$ cat config.mk
export PLATFORM = sky130hd
export DESIGN_NAME = fetch_unit
export DESIGN_NICKNAME = d
export VERILOG_FILES = /design/src/rtl/fetch_unit.sv
export SDC_FILE = /design/constraint.sdc
export NUM_CORES = 1
export LEC_CHECK = 0
export BUFFER_PORTS_ARGS = -buffer_cell sky130_fd_sc_hd__buf_2
export CAP_MARGIN = 5
export CORE_MARGIN = 2
export CORE_UTILIZATION = 56
export CTS_CLUSTER_SIZE = 30
export DETAILED_ROUTE_END_ITERATION = 10
export HOLD_SLACK_MARGIN = 0.08
export PLACE_DENSITY_LB_ADDON = 0.2
export SLEW_MARGIN = 20
export SYNTH_ARGS = -nofsm -noshare
export SYNTH_HDL_FRONTEND = slang
export SYNTH_SLANG_ARGS = --single-unit
$ cat constraint.sdc
create_clock -name clk -period 3.7 [get_ports clk]
set_input_delay 0.185 -clock clk [delete_from_list [all_inputs] [get_ports clk]]
set_output_delay 0.185 -clock clk [all_outputs]
set_load 0.01 [all_outputs]
$ cat src/rtl/fetch_unit.sv
// fetch_unit: instruction fetch with a 2-entry {pc, ins} buffer and single outstanding request.
// Optional misaligned-redirect halt enabled by defining FETCH_MISALIGN_EN.
`default_nettype none

module fetch_unit #(
  parameter logic [31:0] RESET_PC = 32'h0000_0000
) (
  input  logic        clk,
  input  logic        rst,
  output logic        imem_req,
  output logic [31:0] imem_addr,
  input  logic        imem_ack,
  input  logic [31:0] imem_rdata,
  output logic [31:0] ins,
  output logic [31:0] ins_pc,
  output logic        ins_valid,
  input  logic        ins_ready,
  input  logic        redirect,
  input  logic [31:0] redirect_pc,
  output logic        misalign_err
);

`ifdef FETCH_MISALIGN_EN
  typedef enum logic [1:0] {FETCH = 2'd0, WAIT = 2'd1, FULL = 2'd2, HALT = 2'd3} state_t;
`else
  typedef enum logic [1:0] {FETCH = 2'd0, WAIT = 2'd1, FULL = 2'd2} state_t;
`endif

  state_t      state, state_nx;
  logic [1:0]  count, count_nx;
  logic [31:0] pc0, ins0, pc1, ins1;
  logic        discard;
  logic [31:0] pend_pc;
  logic [31:0] tgt;
  logic        bad;

  logic fire, held, pop, drop, push, room, wr_hi;

  assign fire  = imem_req & imem_ack;
  assign held  = imem_req & ~imem_ack;
  assign pop   = ins_valid & ins_ready;
  // A response is dropped if it belongs to a fetch stream already redirected away.
  assign drop  = fire & (discard | redirect);
  assign push  = fire & ~drop;
  assign wr_hi = (count == 2'd2) | ((count == 2'd1) & ~pop);

`ifdef FETCH_MISALIGN_EN
  assign tgt = redirect_pc;
  assign bad = redirect & (redirect_pc[1:0] != 2'b00);
`else
  assign tgt = redirect_pc & 32'hFFFF_FFFC;
  assign bad = 1'b0;
  assign misalign_err = 1'b0;
`endif

  assign ins       = ins0;
  assign ins_pc    = pc0;
  assign ins_valid = (count != 2'd0);

  always_comb begin
    count_nx = count + {1'b0, push} - {1'b0, pop};
    if (redirect) count_nx = 2'd0;
  end

  assign room = (count_nx != 2'd2);

  always_comb begin
    state_nx = state;
    case (state)
      FETCH:   if (held) state_nx = WAIT; else if (!room) state_nx = FULL;
      WAIT:    if (!held) state_nx = room ? FETCH : FULL;
      FULL:    if (room) state_nx = FETCH;
`ifdef FETCH_MISALIGN_EN
      HALT:    if (redirect) state_nx = held ? WAIT : FETCH;
`endif
      default: state_nx = FETCH;
    endcase
`ifdef FETCH_MISALIGN_EN
    if (bad) state_nx = HALT;
`endif
  end

  always_ff @(posedge clk or negedge rst) begin
    if (!rst) begin
      state     <= FETCH;
      count     <= 2'd0;
      imem_req  <= 1'b0;
      imem_addr <= RESET_PC;
      discard   <= 1'b0;
      pend_pc   <= RESET_PC;
      pc0       <= 32'd0;
      ins0      <= 32'd0;
      pc1       <= 32'd0;
      ins1      <= 32'd0;
    end else begin
      state    <= state_nx;
      count    <= count_nx;
      // An unacknowledged request is never withdrawn, even on entering HALT.
      imem_req <= held | (state_nx == FETCH) | (state_nx == WAIT);
      if (held) begin
        if (redirect) begin
          discard <= 1'b1;
          if (!bad) pend_pc <= tgt;
        end
      end else begin
        if (fire) discard <= 1'b0;
        if (redirect && !bad) imem_addr <= tgt;
        else if (fire && discard) imem_addr <= pend_pc;
        else if (push) imem_addr <= imem_addr + 32'd4;
      end
      if (pop) begin
        pc0  <= pc1;
        ins0 <= ins1;
      end
      if (push) begin
        if (wr_hi) begin
          pc1  <= imem_addr;
          ins1 <= imem_rdata;
        end else begin
          pc0  <= imem_addr;
          ins0 <= imem_rdata;
        end
      end
    end
  end

`ifdef FETCH_MISALIGN_EN
  always_ff @(posedge clk or negedge rst) begin
    if (!rst) misalign_err <= 1'b0;
    else      misalign_err <= bad;
  end
`endif

endmodule

`default_nettype wire

# --- Yosys cells after proc, flatten, opt, wreduce, memory -nomap -nowiden ---
# Index checks and enable logic that the tools add are counted.
totals:
  ff_bits: 196
  in_bits: 69
  out_inout_bits: 99
  word_cells: 63
classes:
  addsub: 3
  eq_ne: 7
  mux: 19
  bitwise: 14
  n_reduce_logical: 10
op_table:
  columns: ["op", "count"]
  rows:
  - ["$mux W32", 9]
  - ["$add A32 B3 Y32 const B", 1]
  - ["$mux W2", 6]
  - ["$reduce_and A2 Y1", 4]
  - ["$and A1 B1 Y1", 6]
  - ["$eq A2 B1 Y1 const B", 3]
  - ["$pmux W2 S3", 1]
  - ["$eq A2 B2 Y1 const B", 2]
  - ["$logic_not A2 Y1", 2]
  - ["$ne A2 B2 Y1 const B", 2]
  - ["$not A1 Y1", 4]
  - ["$or A1 B1 Y1", 4]
  - ["$reduce_bool A2 Y1", 2]
  - ["$mux W1", 3]
  - ["$reduce_bool A3 Y1", 1]
  - ["$add A2 B1 Y2", 1]
  - ["$sub A2 B1 Y2", 1]
  - ["$logic_and A1 B1 Y1", 1]

# --- Depth between registers and ports, before layout ---
# Gate-level depths: netlist of the first run.
depth:
  ltp_word: 14
  depth_mapped: 12

# --- Worst setup path before layout of the first run ---
# OpenSTA, ideal clock, no wires.
synth_path:
  kind: "reg-to-reg"
  start: "reg count[1]"
  end: "reg state[1]"
  setup_ps: 73
  arrival_time_ps: 2759
  setup_slack_ps: 868
  path_stages_with_launch: 13
  path_buffers: 2
  period_less_slack_ps: 2832
  path_cell_list: "dfrtp_1 > or2_2 > clkbuf_1 > nand2_1 > buf_2 > inv_1 > ha_1 > inv_1 > ha_1 > xor2_1 > xnor2_1 > a2111oi_0 > nor2b_1"
synth_via:
  elab_chain_cells: 8
synth_rtl:
  columns: ["element", "line", "source"]
  rows:
  - ["from (decl)", "30", "logic [1:0] count, count_nx;"]
  - ["from (signal assigned)", "97", "count <= count_nx;"]
  - ["$reduce_bool A2 Y1 *", "58", "assign ins_valid = (count != 2'd0);"]
  - ["named net ins_valid", "16", "output logic ins_valid,"]
  - ["$and A1 B1 Y1 *", "41", "assign pop = ins_valid & ins_ready;"]
  - ["$sub A2 B1 Y2 *", "61", "count_nx = count + {1'b0, push} - {1'b0, pop};"]
  - ["$mux W2 *", "62", "if (redirect) count_nx = 2'd0;"]
  - ["$ne A2 B2 Y1 *", "65", "assign room = (count_nx != 2'd2);"]
  - ["$mux W2, on equally long branches (2 in series)", "71, 70", null]
  - ["$pmux W2 S3 *", "69", "case (state)"]
  - ["named net state_nx[1]", "29", "state_t state, state_nx;"]
  - ["to (signal assigned)", "96", "state <= state_nx;"]
  - ["to (decl)", "29", null]
# The timed path passes the listed nets; every way through them passes the cells marked *.
# A chain may end at the register's enable or synchronous reset.

# --- Worst setup path in the final report of the first run ---
layout_path:
  start: "reg imem_req"
  end: "reg state[1]"
layout_via:
  elab_chain_cells: 11
layout_rtl:
  columns: ["element", "line", "source"]
  rows:
  - ["from (decl)", "10", "output logic imem_req,"]
  - ["from (signal assigned)", "99", "imem_req <= held | (state_nx == FETCH) | (state_nx == WAIT);"]
  - ["$and A1 B1 Y1", "39", "assign fire = imem_req & imem_ack;"]
  - ["$and A1 B1 Y1", "43", "assign drop = fire & (discard | redirect);"]
  - ["$not A1 Y1", "44", "assign push = fire & ~drop;"]
  - ["$and A1 B1 Y1", "44", null]
  - ["$add A2 B1 Y2", "61", null]
  - ["$sub A2 B1 Y2", "61", null]
  - ["$mux W2", "62", null]
  - ["$ne A2 B2 Y1", "65", null]
  - ["$mux W2, on equally long branches (2 in series)", "71, 70", null]
  - ["$pmux W2 S3 *", "69", null]
  - ["named net state_nx[1]", "29", null]
# Marked as above.

==> results of run 1 <==
==> Yosys cell counts (all sizes together), types with 8 or more instances <==
cell | number | area [um2]
nor2 | 24 | 90.1
nand3 | 20 | 100
and3 | 13 | 81.3
mux2i | 64 | 641
o21ai | 110 | 551
inv | 11 | 41.3
mux2 | 86 | 968
nand4 | 8 | 77.6
buf | 21 | 103
nand2 | 112 | 420
clkbuf | 39 | 149
dfrtp | 192 | 4800
a21oi | 34 | 170
==> what timing repair did <==
item / CTS / global route
hold buffers: 64 / 0
resized for setup: 0 / 0
endpoints found under the hold margin: 193 / 0
==> layer usage <==
metal	GRT usage, %	vias to the layer above	wire length, um
li1	-	3347	-
met1	35.3	3419	9460
met2	42.5	238	10800
met3	4.35	19	1260
met4	7.59	0	251
met5	0	-	0
==> worst max-delay path by stage <==
| stage | start | end | slack [ns] | cells past startpoint |
|---|---|---|---|---|
| global placement | imem_req$_DFF_PN0_ | state[1]$_DFF_PN0_ | 1.04 | 10 |
| floorplan | count[1]$_DFF_PN0_ | state[1]$_DFF_PN0_ | 0.87 | 12 |
| CTS | imem_req$_DFF_PN0_ | state[1]$_DFF_PN0_ | 0.95 | 10 |
| global route | imem_req$_DFF_PN0_ | state[1]$_DFF_PN0_ | 0.76 | 10 |
| detailed placement | imem_req$_DFF_PN0_ | state[1]$_DFF_PN0_ | 0.98 | 10 |
| finish | imem_req$_DFF_PN0_ | state[1]$_DFF_PN0_ | 0.97 | 10 |
==> final cells by class <==
type                            count  area [um2]
Clock buffer                       22         484
Clock inverter                      8         129
Fill cell                        1162        4520
Inverter                           11        41.3
Multi-Input combinational cell    566        3860
Sequential cell                   192        4800
Tap cell                          216         270
Timing Repair Buffer              242        1610
==> flip-flops by register name, summed over array words and instances (netlist names) <==
name / cells
ins1: 32
count: 2
imem_req: 1
pc1: 30
pend_pc: 30
ins: 32
discard: 1
state: 2
imem_addr: 30
ins_pc: 32
==> layout by cell type, fill, tap and decap left out, types with 3 or more instances in the layout <==
| cell | netlist | layout |
|---|---|---|
| buf_2 | 10 | 161 |
| mux2_2 | 86 | 86 |
| nand2b_1 | 5 | 5 |
| o21a_1 | 3 | 3 |
| o21ai_0 | 110 | 110 |
| nor3_1 | 5 | 5 |
| xor2_1 | 5 | 5 |
| nand2_1 | 112 | 111 |
| bufinv_16 | 0 | 3 |
| conb_1 | 1 | 3 |
| a211oi_1 | 6 | 6 |
| clkbuf_8 | 0 | 5 |
| xnor2_1 | 4 | 4 |
| a31oi_1 | 5 | 5 |
| nand3_1 | 20 | 19 |
| ha_1 | 3 | 3 |
| buf_4 | 3 | 14 |
| nand4_1 | 5 | 5 |
| mux2i_1 | 64 | 63 |
| dfrtp_1 | 192 | 192 |
| clkbuf_16 | 0 | 17 |
| nor4_1 | 5 | 5 |
| or3_1 | 5 | 5 |
| nor2_1 | 24 | 23 |
| nor2b_1 | 3 | 3 |
| o211ai_1 | 4 | 4 |
| a21oi_1 | 34 | 34 |
| nor3b_1 | 5 | 5 |
| and3_1 | 13 | 13 |
| inv_1 | 11 | 11 |
| dlygate4sd3_1 | 0 | 64 |
==> power groups by stage <==
stage	Clock (W)	Sequential, W	Combinational [W]
final	0.00191	0.00366	0.00255
after detailed placement	0	0.00368	0.00250
after global routing	0.00202	0.00377	0.00283
after global placement	0	0.00363	0.00242
after floorplan	0	0.00367	0.00149
after CTS	0.00193	0.00365	0.00257
==> worst max-delay path: stages, from the launching register on <==
cell,delay (ns)
dfrtp_1,0.50
and3b_1,0.20
buf_4,0.20
nand2_1,0.21
ha_1,0.34
inv_1,0.04
ha_1,0.17
xor2_1,0.17
xnor2_1,0.15
a2111oi_0,0.48
nor2b_1,0.20
==> metrics by stage <==
step                      instance area [um2]  std cells  utilization, %
after floorplan                          8930        829               -
after global placement                   9940       1163            63.3
after detailed placement                 9940       1163            63.3
after CTS                               11200       1257            71.2
after global routing                    11200       1257            71.2
final                                   11200       1257            71.2
==> kinds of logic (layout without fill, tap and decap cells) <==
| logic type | Yosys count | count (layout) |
|---|---|---|
| AOI/OAI and AO/OA | 186 | 186 |
| buffers and inverters | 71 | 283 |
| DFF | 192 | 192 |
| muxes | 150 | 150 |
| adders and majority gates | 3 | 3 |
| xor gates and xnor gates | 9 | 9 |
| and+or+nand+nor | 215 | 215 |
| other | 1 | 3 |
==> reports/metrics.cfg, run 1 <==
[status]
status = finished, final reports clean

[pwr]
pwr-share-comb_pct = 31.4
total_power_w = 0.00812
internal_power_w = 0.00534
pwr-share-clk_pct = 23.5
p_per_area_nw_per_um2 = 726
leakage_nw = 5.43
peakVddDrop_v = 0.000388
netSwitchingPower_w = 0.00279
seq_power_share_pct = 45.1
netSwitchingFraction_pct = 34.3

[clock_network]
worst_setup_hold_path_clk_slew_ns = 0.07
cts_setup_buffers = 0
cts_tree = done
root_buffer = clkbuf_16
clk_latency_ns = 0.42
cts-htree-levels = 4
numCtsBuffers = 17
max-clock-path-buffers = 2
cts_sinks = 192

[die]
die_area_um2 = 17000
num_rows = 46
io-pin-count = 168
die_y_um = 130
core_area_um2 = 15700
die_x_um = 130
initial_utilization_pct = 56.8

[critical_path]
cp_max_fo = 12
worstSetupPathType = reg2reg
rr_worst_depth = 10
critPathLaunchType = register
arrival_ns = 3.08
required_ns = 4.06
ff2ff_setup_slack_ns = 0.97
worstReg2RegStart = imem_req$_DFF_PN0_
r2r_end = state[1]$_DFF_PN0_
end_kind = register

[run]
maxCapViolations = 0

[drt]
wl_per_cell_um = 17.3
routed_wl_um = 21800
drt-initial-drc-count = 479
dr.pass1.iters = 5
detail-route-antenna-nets = 0
vias_per_cell = 5.59
vias = 7023
drcViolationCount = 0

[global_routing]
grt_pass1_vias = 6769
grt_max_degree = 91
antenna_found_initial = 0
grt_pass1_wl_um = 34000
overflow = 0
grtUsageTotal_pct = 25.7

[final_layout]
nets = 1102
n_antenna_cell = 0
syn2layout_area_growth_pct = 25.5
drive_gt1_share_pct = 29.5

[logic_synthesis]
syn_area_um2 = 8920
synthXorXnorAreaFrac_pct = 0.884
muxShareOfSynthArea_pct = 18.0
ys_warn_count = 0
avgSynthCellArea_um2 = 10.8
ys_seq_elements = 192
yosysUniqueCellTypes = 56
ys.flop_type = dfrtp_1
ys_seq_area_share_pct = 53.9
synth_top_family_by_area = multiplexers
synth-adder-area-share_pct = 0.421
syn_inst = 827
synth-compound-area-share_pct = 11.9
synth_edf_count = 0
synthSimpleGateAreaFrac_pct = 11.6
async_reset_ff_share_pct = 100

[sta]
maxSlewViolCount = 0
maxClockFrequency_mhz = 367
finalCriticalPeriod_ns = 2.73
slew-limit-headroom_pct = 40.8
rsz0062_at_grt = no
setup_tns_ns = 0
fin_worst_skew_ns = 0.00817
worst_pin_slew_ns = 0.886
setup_viol = 0
timing.hold.ws_ns = 0.0985
hold_viol_final = 0
timing.final.crit_share_pct = 73.7
fin_ws_ns = 0.972

[place]
dpl_worst_slack_ns = 0.977
globalplace.congestion = 0.841
io_buffers = 162
detailed_place_hpwl_um = 13800

[worst_hold_path]
hold_depth = 4
min_path_type = in2reg
holdPathEnd = ins_pc[1]$_DFF_PN0_
holdCritStartpoint = ins_ready

Note: power is estimated with default switching activity, not from simulation.
==> run 2, diff against run 1 <==
--- a/config.mk
+++ b/config.mk
@@ -8,7 +8,7 @@
 export BUFFER_PORTS_ARGS = -buffer_cell sky130_fd_sc_hd__buf_2
 export CAP_MARGIN = 5
 export CORE_MARGIN = 2
-export CORE_UTILIZATION = 56
+export CORE_UTILIZATION = 50
 export CTS_CLUSTER_SIZE = 30
 export DETAILED_ROUTE_END_ITERATION = 10
 export HOLD_SLACK_MARGIN = 0.08
==> constraint.sdc (replaced) <==
create_clock -name clk -period 2.3 [get_ports clk]
set_input_delay 0.115 -clock clk [delete_from_list [all_inputs] [get_ports clk]]
set_output_delay 0.115 -clock clk [all_outputs]
set_load 0.01 [all_outputs]
==> reports/metrics.cfg, run 2 (synthesis gave the netlist of run 1 again) <==
[final_layout]
mostFrequentLayoutCells = dfrtp_1, buf_2, nand2_1  ; unchanged
layout_commonest_cell = dfrtp_1  ; unchanged
num-fill-cells = 1362  ; was 1162
nets = 1137  ; was 1102
finalInstanceArea_um2 = 11600  ; was 11200 um2
n_antenna_cell = 0  ; unchanged
syn2layout_area_growth_pct = 29.7  ; was 25.5%
drive_gt1_share_pct = 32.5  ; was 29.5%

[global_routing]
grtUsageMet1_pct = 33.8  ; was 35.3%
antenna_found_initial = 0  ; unchanged
grtUsageTotal_pct = 24.2  ; was 25.7%
use_met3_pct = 4.42  ; was 4.35%
grt_pass1_vias = 6811  ; was 6769
grtUsageMet2_pct = 39.4  ; was 42.5%
grt_max_degree = 127  ; was 91
grt_pass1_wl_um = 35300  ; was 34000 um
overflow = 0  ; unchanged
busiest_layer = met2  ; unchanged

[clock_network]
clk_latency_ns = 0.43  ; was 0.42 ns
cts-htree-levels = 4  ; unchanged
root_buffer = clkbuf_16  ; unchanged
cts_tree = done  ; unchanged
worst_setup_hold_path_clk_slew_ns = 0.07  ; about the same
max-clock-path-buffers = 2  ; unchanged
numCtsBuffers = 17  ; unchanged
cts_sinks = 192  ; unchanged

[pwr]
peakVddDrop_v = 0.000646  ; was 0.000388 V
leakage_nw = 5.59  ; was 5.43 nW
p_per_area_nw_per_um2 = 1160  ; was 726 nW/um2

[sta]
worst_pin_slew_ns = 1.13  ; was 0.886 ns
fin_worst_skew_ns = 0.00903  ; was 0.00817 ns
slew-limit-headroom_pct = 24.8  ; was 40.8%
finalCriticalPeriod_ns = 2.19  ; was 2.73 ns
maxClockFrequency_mhz = 457  ; was 367 MHz
setup_viol = 0  ; unchanged
timing.final.crit_share_pct = 95.2  ; was 73.7%
rsz0062_at_grt = no  ; unchanged
fin_ws_ns = 0.111  ; was 0.972 ns
hold_viol_final = 0  ; unchanged
maxSlewViolCount = 0  ; unchanged

[drt]
dr.pass1.iters = 5  ; unchanged
detail-route-antenna-nets = 0  ; unchanged
drt-initial-drc-count = 477  ; was 479
routed_wl_um = 22100  ; was 21800 um
vias = 7105  ; was 7023
wl_per_cell_um = 17.0  ; was 17.3 um
vias_per_cell = 5.45  ; was 5.59
drcViolationCount = 0  ; unchanged

[place]
io_buffers = 162  ; unchanged
placed_area_um2 = 10300  ; was 9940 um2
globalplace.congestion = 0.805  ; was 0.841
dpl_worst_slack_ns = 0.130  ; was 0.977 ns
detailed_place_hpwl_um = 14300  ; was 13800 um

[die]
core_area_um2 = 17400  ; was 15700 um2
die_x_um = 138  ; was 130 um
die_area_um2 = 18900  ; was 17000 um2
num_rows = 48  ; was 46
die_y_um = 138  ; was 130 um
initial_utilization_pct = 51.4  ; was 56.8%
io-pin-count = 168  ; unchanged

[critical_path]
critPathLaunchType = register  ; unchanged
cp_max_fo = 62  ; was 12
slowest_delay_ns = 0.81  ; was 0.50 ns
cp_top_family = buffers and inverters  ; was simple AND/OR/NAND/NOR gates
worstPathBufferInverterCount = 1  ; was 2
end_kind = register  ; unchanged
path_cells = or2_4 > nand2_8 > buf_4 > mux2i_1 > o21ai_0  ; was and3b_1 > buf_4 > nand2_1 > ha_1 > inv_1 > ha_1 > xor2_1 > xnor2_1 > a2111oi_0 > nor2b_1
crit_slowest_cell = buf_4  ; was dfrtp_1
arrival_ns = 2.47  ; was 3.08 ns
required_ns = 2.58  ; was 4.06 ns
worstSetupPathType = reg2reg  ; unchanged

[status]
status = finished, final reports clean  ; unchanged

[worst_hold_path]
min_path_type = in2async  ; was in2reg

[run]
maxCapViolations = 0  ; unchanged

run 2: changes by cell type in the layout (fill, tap and decap cells not counted), moves of 2 or more:
cell	previous run	this run
buf_12	2	5
buf_4	14	45
clkbuf_8	5	3
clkinvlp_4	1	4
ha_1	3	1
inv_1	11	9
run 2: layer usage:
| layer | share of wire (%) | routed length, um |
|---|---|---|
| met5 | 0 | 0 |
| met4 | 1.1 | 239 |
| met3 | 6.0 | 1320 |
| met2 | 47 | 10400 |
| met1 | 46 | 10100 |
run 2: cell type report:
| type | instances | area (um2) | area share, % |
|---|---|---|---|
| clock buffer | 21 | 460 | 3.98 |
| multi-input combinational | 566 | 3910 | 33.8 |
| timing repair buffer | 277 | 1910 | 16.5 |
| clock inverter | 11 | 155 | 1.34 |
| tap | 225 | 282 | 2.43 |
| inverter | 11 | 43.8 | 0.379 |
| sequential | 192 | 4800 | 41.5 |
run 2: report_power, final:
| group | internal (W) | total [W] | leakage [nW] | switching, W |
|---|---|---|---|---|
| clock network | 0.00178 | 0.00307 | 0.287 | 0.00129 |
| registers | 0.00477 | 0.00562 | 2.35 | 0.000842 |
| logic | 0.00225 | 0.00470 | 2.95 | 0.00245 |
run 2: metrics by stage:
stage                     power, W  setup TNS (ns)  cells  utilization (%)  hold slack (ns)
after floorplan            0.00838         -0.0536    829                -           -0.181
after global placement      0.0101               0   1206             59.2            0.137
after detailed placement    0.0103               0   1206             59.2            0.133
after CTS                   0.0135               0   1303             66.5            0.240
after global routing        0.0143               0   1303             66.6            0.273
final                       0.0134               0   1303             66.6            0.223
run 2: what timing repair did:
action,4_1_cts,5_1_grt
setup buffers,0,0
hold endpoints to repair,173,0
setup endpoints to repair,0,2
gates resized for setup,0,3
hold buffers,65,0
run 2: worst paths after layout:
check                                    startpoint                       to  slack, ns  cells after the start
worst max-delay path             count[0]$_DFF_PN0_      ins_pc[8]$_DFF_PN0_       0.11                      5
worst min-delay path                            rst         ins[6]$_DFF_PN0_       0.22                      2
worst max register to register   count[0]$_DFF_PN0_      ins_pc[8]$_DFF_PN0_       0.11                      5
worst min register to register  pc1[14]$_DFFE_PN0P_      pc1[14]$_DFFE_PN0P_       0.48                      2
max in group asynchronous                       rst  pend_pc[15]$_DFFE_PN0P_       1.39                      3
min in group clk                           redirect       count[0]$_DFF_PN0_       0.26                      3
==> run 3, diff against run 2 <==
--- a/config.mk
+++ b/config.mk
@@ -5,10 +5,12 @@
 export SDC_FILE = /design/constraint.sdc
 export NUM_CORES = 1
 export LEC_CHECK = 0
+export ABC_AREA = 1
 export BUFFER_PORTS_ARGS = -buffer_cell sky130_fd_sc_hd__buf_2
 export CAP_MARGIN = 5
 export CORE_MARGIN = 2
-export CORE_UTILIZATION = 50
+export CORE_UTILIZATION = 35
+export CTS_BUF_LIST = sky130_fd_sc_hd__clkbuf_4 sky130_fd_sc_hd__clkbuf_8
 export CTS_CLUSTER_SIZE = 30
 export DETAILED_ROUTE_END_ITERATION = 10
 export HOLD_SLACK_MARGIN = 0.08
==> reports/metrics.cfg, run 3 <==
[status]
status = finished, final reports clean  ; unchanged

[clock_network]
cts_sinks = 192  ; unchanged
root_buffer = clkbuf_8  ; was clkbuf_16
worst_setup_hold_path_clk_slew_ns = 0.12  ; was 0.07 ns
cts_setup_buffers = 0  ; unchanged
clk_latency_ns = 0.47  ; was 0.43 ns
cts-htree-levels = 4  ; unchanged
cts_tree = done  ; unchanged
max-clock-path-buffers = 2  ; unchanged
numCtsBuffers = 17  ; unchanged

[pwr]
peakVddDrop_v = 0.000431  ; was 0.000646 V
leakage_nw = 5.60  ; was 5.59 nW
netSwitchingFraction_pct = 40.1  ; was 34.2%
pwr-share-clk_pct = 18.6  ; was 22.9%
seq_power_share_pct = 45.6  ; was 42.0%
p_per_area_nw_per_um2 = 1090  ; was 1160 nW/um2
pwr-share-comb_pct = 35.8  ; was 35.1%
internal_power_w = 0.00739  ; was 0.00880 W
netSwitchingPower_w = 0.00496  ; was 0.00458 W

[global_routing]
busiest_layer = met1  ; was met2
use_met3_pct = 3.30  ; was 4.42%
grtUsageMet1_pct = 29.1  ; was 33.8%
antenna_found_initial = 0  ; unchanged
grt_pass1_wl_um = 40800  ; was 35300 um
grtUsageTotal_pct = 19.2  ; was 24.2%
grt_pass1_vias = 7560  ; was 6811
overflow = 0  ; unchanged
grtUsageMet2_pct = 28.7  ; was 39.4%
grt_max_degree = 126  ; was 127

[critical_path]
critPathLaunchType = register  ; unchanged
cp_max_fo = 4  ; was 62
worstSetupPathType = reg2reg  ; unchanged
end_kind = register  ; unchanged
required_ns = 2.66  ; was 2.58 ns
arrival_ns = 2.30  ; was 2.47 ns
rr_worst_depth = 11  ; was 5

[logic_synthesis]
synthTopCellsByArea = dfrtp_1, nand2_1, nor2_1, mux2_2, a31oi_1  ; was dfrtp_1, mux2_2, mux2i_1, o21ai_0, nand2_1
ys.flop_type = dfrtp_1  ; unchanged
ys_warn_count = 0  ; unchanged
synth_top_cell_by_area = dfrtp_1  ; unchanged
avgSynthCellArea_um2 = 8.13  ; was 10.8 um2
yosys.area.top_type_share_pct = 52.7  ; was 53.9%
ys_seq_area_share_pct = 52.7  ; was 53.9%
ys_seq_elements = 192  ; unchanged
syn_area_um2 = 9120  ; was 8920 um2
ys_top_cells_by_count = nand2_1, dfrtp_1, nor2_1, o21ai_0, inv_1  ; was dfrtp_1, nand2_1, o21ai_0, mux2_2, mux2i_1
yosysMostFrequentCell = nand2_1  ; was dfrtp_1
async_reset_ff_share_pct = 100  ; unchanged
syn_inst = 1121  ; was 827
yosysUniqueCellTypes = 30  ; was 56
synth_edf_count = 0  ; unchanged

[drt]
detail-route-antenna-nets = 0  ; unchanged
drt-initial-drc-count = 554  ; was 477
vias = 8014  ; was 7105
dr.pass1.iters = 5  ; unchanged
wl_per_cell_um = 15.4  ; was 17.0 um
vias_per_cell = 4.80  ; was 5.45
drcViolationCount = 0  ; unchanged
routed_wl_um = 25700  ; was 22100 um

[final_layout]
syn2layout_area_growth_pct = 24.0  ; was 29.7%
nets = 1392  ; was 1137
n_antenna_cell = 0  ; unchanged
layout_commonest_cell = nand2_1  ; was dfrtp_1
num-fill-cells = 2618  ; was 1362
mostFrequentLayoutCells = nand2_1, dfrtp_1, buf_2  ; was dfrtp_1, buf_2, nand2_1
drive_gt1_share_pct = 19.4  ; was 32.5%

[sta]
fin_worst_skew_ns = 0.0196  ; was 0.00903 ns
setup_tns_ns = 0  ; unchanged
finalCriticalPeriod_ns = 1.94  ; was 2.19 ns
maxSlewViolCount = 0  ; unchanged
hold_viol_final = 0  ; unchanged
timing.hold.ws_ns = 0.142  ; was 0.223 ns
setup_viol = 0  ; unchanged
timing.final.crit_share_pct = 84.3  ; was 95.2%
maxClockFrequency_mhz = 516  ; was 457 MHz
slew-limit-headroom_pct = 50.9  ; was 24.8%
worst_pin_slew_ns = 0.736  ; was 1.13 ns
rsz0062_at_grt = no  ; unchanged

[die]
core_area_um2 = 25800  ; was 17400 um2
die_area_um2 = 27400  ; was 18900 um2
num_rows = 59  ; was 48
die_y_um = 165  ; was 138 um
io-pin-count = 168  ; unchanged
initial_utilization_pct = 35.3  ; was 51.4%
die_x_um = 165  ; was 138 um

[place]
detailed_place_hpwl_um = 17300  ; was 14300 um
globalplace.congestion = 0.881  ; was 0.805
io_buffers = 162  ; unchanged

[run]
maxCapViolations = 0  ; unchanged

[worst_hold_path]
min_path_type = in2async  ; unchanged

[run 3: changes by cell type after synthesis, moves of 13 or more]
cell | before | now
nand2_1 | 112 | 395
o21ai_0 | 110 | 76
and3_1 | 13 | 0
a31oi_1 | 5 | 62
inv_1 | 11 | 67
mux2_2 | 86 | 38
a21oi_1 | 34 | 48
nor2_1 | 24 | 125
mux2i_1 | 64 | 0
[run 3: power by group through the flow]
| stage | clock (W) | sequential, W | combinational, W |
|---|---|---|---|
| after floorplan | 0 | 0.00579 | 0.00249 |
| after global placement | 0 | 0.00565 | 0.00431 |
| after detailed placement | 0 | 0.00569 | 0.00439 |
| after CTS | 0.00237 | 0.00562 | 0.00448 |
| after global routing | 0.00250 | 0.00580 | 0.00503 |
| final | 0.00229 | 0.00564 | 0.00442 |
[run 3: through the flow]
stage	setup slack (ns)	instance area [um2]	cells	util [%]	total power, W
3_5_place_dp	0.253	10200	1572	39.7	0.0101
6_report	0.361	11300	1668	43.8	0.0124
5_1_grt	0.0852	11300	1668	43.8	0.0133
4_1_cts	0.236	11300	1668	43.7	0.0125
2_1_floorplan	0.156	9120	1123	-	0.00828
3_3_place_gp	0.298	10200	1572	39.7	0.00996
[run 3: cells by family (layout without fill, tap and decap cells)]
family | count (synthesis) | count (layout) | share of synthesized area [%]
simple gates | 551 | 551 | 23.3
xor+xnor | 9 | 9 | 0.865
flops | 192 | 192 | 52.7
compound gates | 193 | 193 | 11.6
other cells | 1 | 3 | 0.0411
fa+ha+maj | 3 | 3 | 0.412
buf+inv | 134 | 344 | 6.38
mux | 38 | 38 | 4.69
[run 3: cell type report]
class	count	area, um2	share of cell area (%)
clock inverter	15	181	1.60
sequential	192	4800	42.5
inverter	70	263	2.32
multi-input combinational	797	3760	33.3
tap	335	419	3.71
timing repair buffer	242	1640	14.5
clock buffer	17	234	2.07
[run 3: path summary, 6_finish.rpt]
check	startpoint	to	slack, ns
hold / removal	rst	ins[13]$_DFF_PN0_	0.14
setup / recovery	imem_req$_DFF_PN0_	imem_req$_DFF_PN0_	0.36
setup reg to reg	imem_req$_DFF_PN0_	imem_req$_DFF_PN0_	0.36
max in group asynchronous	rst	discard$_DFFE_PN0P_	1.37
min in group clk	redirect	imem_addr[3]$_DFFE_PN0P_	0.23
hold reg to reg	state[1]$_DFF_PN0_	state[0]$_DFF_PN0_	0.45
[run 3: worst max-delay path, stage by stage, from the launching register on]
cell and delay (ns):
dfrtp_1 0.39, nand2_1 0.13, nor3_2 0.21, inv_2 0.06, ha_1 0.27, inv_1 0.04, ha_1 0.26, inv_1 0.05
nor2_1 0.04, a21oi_1 0.12, nor3b_2 0.20, nand2_1 0.07
[run 3: per-layer routing]
layer / share of wire (%) / wire, um
met1: 51 / 13100
met2: 44 / 11200
met3: 4.5 / 1150
met4: 1.1 / 291
met5: 0 / 0
[run 3: repair_timing]
item                       CTS  global route
setup endpoints to repair    0             1
hold endpoints to repair   274             0
gates resized for setup      0             1
hold buffers                64             0
